--- src/rtl/scan_decoder.sv ---
// Registered N-to-2^N one-hot decoder: direct mode latches a select value,
// scan mode sweeps every line and holds each one for DWELL cycles.
module scan_decoder #(
  parameter int N          = 2,
  parameter int DWELL      = 4,
  parameter bit ACTIVE_LOW = 1'b0
) (
  input  logic               clk,
  input  logic               rst,
  input  logic               en,
  input  logic               mode,
  input  logic               load,
  input  logic [N-1:0]       A,
  output logic [2**N-1:0]    D,
  output logic [N-1:0]       sel,
  output logic               wrap,
  output logic [1:0]         state_dbg
);

  localparam int LINES = 2**N;
  localparam int CW    = (DWELL > 1) ? $clog2(DWELL) : 1;
  localparam logic [CW-1:0] CNT_LAST = CW'(DWELL - 1);

  typedef enum logic [1:0] {
    IDLE   = 2'd0,
    DIRECT = 2'd1,
    SCAN   = 2'd2
  } state_t;

  state_t            state, state_nx;
  logic [CW-1:0]     cnt, cnt_nx;
  logic [N-1:0]      sel_nx;
  logic              wrap_nx;
  logic              advance;
  logic [LINES-1:0]  d_nx;

  // D is decoded from the next state and next sel so all registered outputs agree.
  always_comb begin
    state_nx = IDLE;
    advance  = 1'b0;
    cnt_nx   = '0;
    sel_nx   = sel;
    wrap_nx  = 1'b0;
    d_nx     = '0;

    if (en) begin
      state_nx = mode ? SCAN : DIRECT;
    end

    // The counter only runs while staying in SCAN; entering or leaving clears it.
    if (state == SCAN && state_nx == SCAN) begin
      if (cnt == CNT_LAST) begin
        advance = 1'b1;
      end else begin
        cnt_nx = cnt + CW'(1);
      end
    end

    if (state_nx == DIRECT && load) begin
      sel_nx = A;
    end else if (advance) begin
      sel_nx = sel + N'(1);
    end

    wrap_nx = advance && (sel == {N{1'b1}});

    if (state_nx != IDLE) begin
      d_nx = LINES'(1) << sel_nx;
    end
    if (ACTIVE_LOW) begin
      d_nx = ~d_nx;
    end
  end

  always_ff @(posedge clk) begin
    if (rst) begin
      state <= IDLE;
      cnt   <= '0;
      sel   <= '0;
      wrap  <= 1'b0;
      D     <= {LINES{ACTIVE_LOW}};
    end else begin
      state <= state_nx;
      cnt   <= cnt_nx;
      sel   <= sel_nx;
      wrap  <= wrap_nx;
      D     <= d_nx;
    end
  end

  assign state_dbg = state;

endmodule
--- config.mk ---
export PLATFORM = sky130hd
export DESIGN_NAME = scan_decoder
export DESIGN_NICKNAME = d
export VERILOG_FILES = /design/src/rtl/scan_decoder.sv
export SDC_FILE = /design/constraint.sdc
export NUM_CORES = 1
export LEC_CHECK = 0
export BUFFER_PORTS_ARGS = -buffer_cell sky130_fd_sc_hd__buf_2
export CAP_MARGIN = 5
export CELL_PAD_IN_SITES_DETAIL_PLACEMENT = 1
export CELL_PAD_IN_SITES_GLOBAL_PLACEMENT = 2
export CORE_ASPECT_RATIO = 1.1
export CORE_MARGIN = 2
export CORE_UTILIZATION = 23
export DETAILED_ROUTE_END_ITERATION = 8
export PLACE_DENSITY_LB_ADDON = 0.1
export REMOVE_ABC_BUFFERS = 1
export SETUP_SLACK_MARGIN = 0.3
export SYNTH_ARGS = -nofsm -noshare
export SYNTH_HDL_FRONTEND = slang
export SYNTH_SLANG_ARGS = --single-unit
--- constraint.sdc ---
create_clock -name clk -period 1.4 [get_ports clk]
set_input_delay 0.21 -clock clk [delete_from_list [all_inputs] [get_ports clk]]
set_output_delay 0.21 -clock clk [all_outputs]
set_load 0.05 [all_outputs]
### After elaboration in Yosys (flattened, before gate mapping)

Cells that the tools add are included.

| storage, ports and cells | value |
|---|---|
| flip-flop bits (word level) | 11 |
| input bits | 7 |
| output and inout bits | 9 |
| word-level logic and storage cells | 27 |

| operators by class | value |
|---|---|
| add/subtract/negate cells | 2 |
| eq/ne operators | 5 |
| shift operators | 1 |
| mux-type cells | 6 |
| bitwise operators | 2 |
| reduce and logical (&&, ||, !) cells | 6 |

Operators by type and width:

| cell | number |
|---|---|
| 2-bit == test, second input constant | 4 |
| 2-bit two-way mux | 4 |
| 2-bit by 1-bit adder with 2-bit output, second input constant | 2 |
| 1-bit by 2-bit << shifter with 4-bit output, first input constant | 1 |
| 1-bit logical AND | 3 |
| 3-bit OR reduction | 1 |
| 2-bit by 1-bit == test with 1-bit output, second input constant | 1 |
| 1-bit two-way mux | 2 |
| 1-bit NOT | 2 |
| 2-bit nonzero test | 1 |
| 2-bit OR reduction | 1 |

### Depth between registers and ports, before layout

| depth | value |
|---|---|
| depth after elaboration | 8 |
| depth in mapped cells | 5 |
| mapped depth without buffers | 5 |

### Worst setup path before layout

OpenSTA, ideal clock, no wires.

| timing | value |
|---|---|
| path type | register to register |
| from | register state[1] (netlist: state_dbg[1]) |
| to | register D[0] |
| library setup time | 115 ps |
| arrival time | 1584 ps |
| data required time | 1285 ps |
| slack | -300 ps |
| cell stages (with the launch flop) | 5 |
| buffers on the path | 0 |
| period minus slack after synthesis | 1700 ps |
| cell sequence | dfxtp_1 > nand4b_1 > or3_1 > a31o_1 > and3_1 |

| between the ends | value |
|---|---|
| cells in the longest elaborated chain, start to end | 6 |

RTL lines:

| item | line | RTL |
|---|---|---|
| start: declaration | 30 | `state_t state, state_nx;` |
| start signal: assignment | 83 | `state <= state_nx;` |
| 2-bit == test | 51 | `if (state == SCAN && state_nx == SCAN) begin` |
| 1-bit logical AND | 51 |  |
| 1-bit two-way mux | 51 |  |
| 2-bit two-way mux | 61 | `end else if (advance) begin` |
| 2-bit two-way mux | 59 | `if (state_nx == DIRECT && load) begin` |
| 1-bit by 2-bit << shifter with 4-bit output | 68 | `d_nx = LINES'(1) << sel_nx;` |
| end signal: assignment | 81 | `D <= {LINES{ACTIVE_LOW}};` |
| end signal: assignment | 87 | `D <= d_nx;` |
| end: declaration | 14 | `output logic [2**N-1:0] D,` |

Every way passes these cells.
A chain may end at the register's enable or synchronous reset.

### Worst setup path in the final report

| timing | value |
|---|---|
| from | register sel[1] |
| to | register D[0] |

| between the ends | value |
|---|---|
| cells in the longest elaborated chain, start to end | 4 |

RTL lines:

| item | line | RTL |
|---|---|---|
| start: declaration | 15 | `output logic [N-1:0] sel,` |
| start signal: assignment | 85 | `sel <= sel_nx;` |
| 2-bit by 1-bit adder with 2-bit output | 62 | `sel_nx = sel + N'(1);` |
| 2-bit two-way mux * | 61 |  |
| 2-bit two-way mux * | 59 |  |
| 1-bit by 2-bit << shifter with 4-bit output * | 68 |  |

Every way passes the cells marked *; elsewhere a longest branch is shown, timed or not.

==> metrics.yaml <==
status: "finished, violations left"
violations: "setup timing"
regArea_um2: 228
clock_latency_ns: 0.27
max_stage_delay_ns: 0.37
cp_data_required_time_ns: 1.57
setup_slack_ns: -0.0298
power_frac_comb: 0.172
dp.cells: 83
seq_area_frac_synth: 0.532
synth-edff-count: 0
finalMaxSlewViolations: 0
maxCapViolCount: 0
fin_crit_ns: 1.43
post_cts_buffers: 0
drtAntennaViolNets: 0
viasPerCell: 4.48
numCtsBuffers: 3
syn-cell-area_um2: 414
synth_cells: 41
rsz0062_at_grt: "true"
post-route-period-util: 1.02
worstPathMaxFanout: 5
synth_ff_type: "dfxtp_1"
max_freq_mhz: 699
coreArea_um2: 1740
power.switching_mw: 0.175
critPathBufInv: 1
cts.sinks: 11
p_int_mw: 0.484
die_area_um2: 2160
start_util: 0.238
ys_warn_count: 0
synthArstFlopShare: 0
swShare: 0.266
crit_chain: "ha_4, inv_2, or3_4, o211a_4, and3_4"
drc: 0
critical_path_class: "flop to flop"
ys_seq_elements: 11
grt_antenna_before_repair: 0
wire_per_inst_um: 11.2
grt_pass1_wl_um: 1600
die_height_um: 48.5
tightest_slew_ns: 0.284
vdd_ir_drop_max_uv: 479
finClkSkew_ns: 0.00475
grt_overflow: 0
io_pins: 16
place_congestion: 0.632
leakage_nw: 0.312
cts_buffer_depth: 2
syn_to_final_growth_pct: 76.4
yosysTopAreaCell: "dfxtp_1"
drtIter0Drc: 0
cts_root_buffer: "clkbuf_4"
p_total_mw: 0.659
diodes: 0
final_nets: 79
clkPwrFrac: 0.333
dp_hpwl_um: 808
crit_family: "simple AND/OR/NAND/NOR gates"
hold_viol: 0
synth_top_cells_by_area: "dfxtp_1 53%, ha_1 6.0%, nor2_1 4.5%, nand3b_1 3.6%, and3_1 3.0%"
pwr_density_cell_nw_per_um2: 902
grt_max_degree: 7
grt_pass1_vias: 404
vias: 390
fillers: 210
startpoint_type: "flop"
multi_input_area_um2: 253
hp-class: "input port to flop"
rows: 16
drt_pass1_iterations: 1
portBuffers: 15
cts.reportedPaths.clkPinSlew_ns: 0.07
slew_headroom: 0.810
tritoncts: "done"
die_w_um: 44.5
synth_cell_types: 20
end_kind: "flop"
grt_use_total: 0.103
htree_levels: 1
drive_gt1_frac: 0.681
seq_power_share: 0.495
yosysTopAreaCellShare: 0.532
cpMaxStageDelayCell: "or3_4"
crit_arrival_ns: 1.59
avgSynthCellArea_um2: 10.1
setup_viol: 2
stdcell_count: 87
place_ws_ns: -0.104
wirelength_um: 972
[cells in the final DEF, fill, tap and decap left out, drive strengths merged, types with 2 or more instances in the layout]
master and count:
nand3b 2, clkbuf 4, nor2 5, nor3 3, ha 2, dfxtp 11
buf 24, or3 2, and3 2, inv 3
[power groups by stage]
| stage | sequential [mW] | combinational, mW | clock, mW |
|---|---|---|---|
| after global routing | 0.328 | 0.121 | 0.247 |
| after global placement | 0.332 | 0.0881 | 0 |
| after detailed placement | 0.332 | 0.0884 | 0 |
| final | 0.327 | 0.113 | 0.220 |
| after CTS | 0.326 | 0.0993 | 0.228 |
| after floorplan | 0.361 | 0.0221 | 0 |
[area by class of cell]
| class | instances | share of cell area |
|---|---|---|
| multi-input combinational | 27 | 0.346 |
| sequential | 11 | 0.312 |
| timing repair buffer | 24 | 0.260 |
| clock buffer | 4 | 0.0360 |
| tap | 18 | 0.0308 |
| inverter | 3 | 0.0154 |
[worst paths after layout]
path | from | endpoint | slack (ns) | depth (start not counted)
setup / recovery | sel[1] | D[0] | -0.03 | 5
hold / removal | mode | state_dbg[0] | 0.12 | 2
setup reg to reg | sel[1] | D[0] | -0.03 | 5
hold reg to reg | cnt[0] | cnt[0] | 0.44 | 1
[stage by stage]
step / instance area, um^2 / utilization / setup TNS (ns) / hold slack [ns]
3_5_place_dp: 579 / 0.333 / -0.257 / 0.418
2_1_floorplan: 414 / - / -1.30 / 0.282
5_1_grt: 731 / 0.420 / -0.218 / 0.120
3_3_place_gp: 579 / 0.333 / -0.200 / 0.414
6_report: 731 / 0.420 / -0.0380 / 0.123
4_1_cts: 673 / 0.386 / -0.0832 / 0.120
[sequential cells by signal, summed over array words and instances, names as in the netlist]
signal / flops
D: 4
cnt: 2
sel: 2
state_dbg: 2
wrap: 1
[metal layers]
metal,GRT usage,part of all wire,up-vias
li1,-,-,201
met1,0.125,0.48,176
met2,0.140,0.45,11
met3,0.0448,0.050,2
met4,0.0758,0.019,0
met5,0,0,-
[cell families after synthesis]
group           Yosys count  synth area share
compound gates            5            0.0906
flops                    11             0.532
buf+inv                   3            0.0272
fa+ha+maj                 2            0.0604
simple gates             20             0.290
[worst reg2reg max path, cell delays in order, from the launching register on]
cell	delay (ns)
dfxtp_2	0.34
ha_4	0.26
inv_2	0.02
or3_4	0.37
o211a_4	0.17
and3_4	0.17
[synthesized netlist by cell type (all sizes together), types with 2 or more instances]
cell type and number:
dfxtp 11, nor2 5, inv 3, nor3 3, and3 2, ha 2
nand3b 2, or3 2
[what timing repair did]
item | in CTS | in global routing
setup endpoints to repair | 10 | 10
hold buffers | 0 | 0
resized for setup | 20 | 14
pin swaps | 9 | 8
Power figures use the tool's default switching activity.
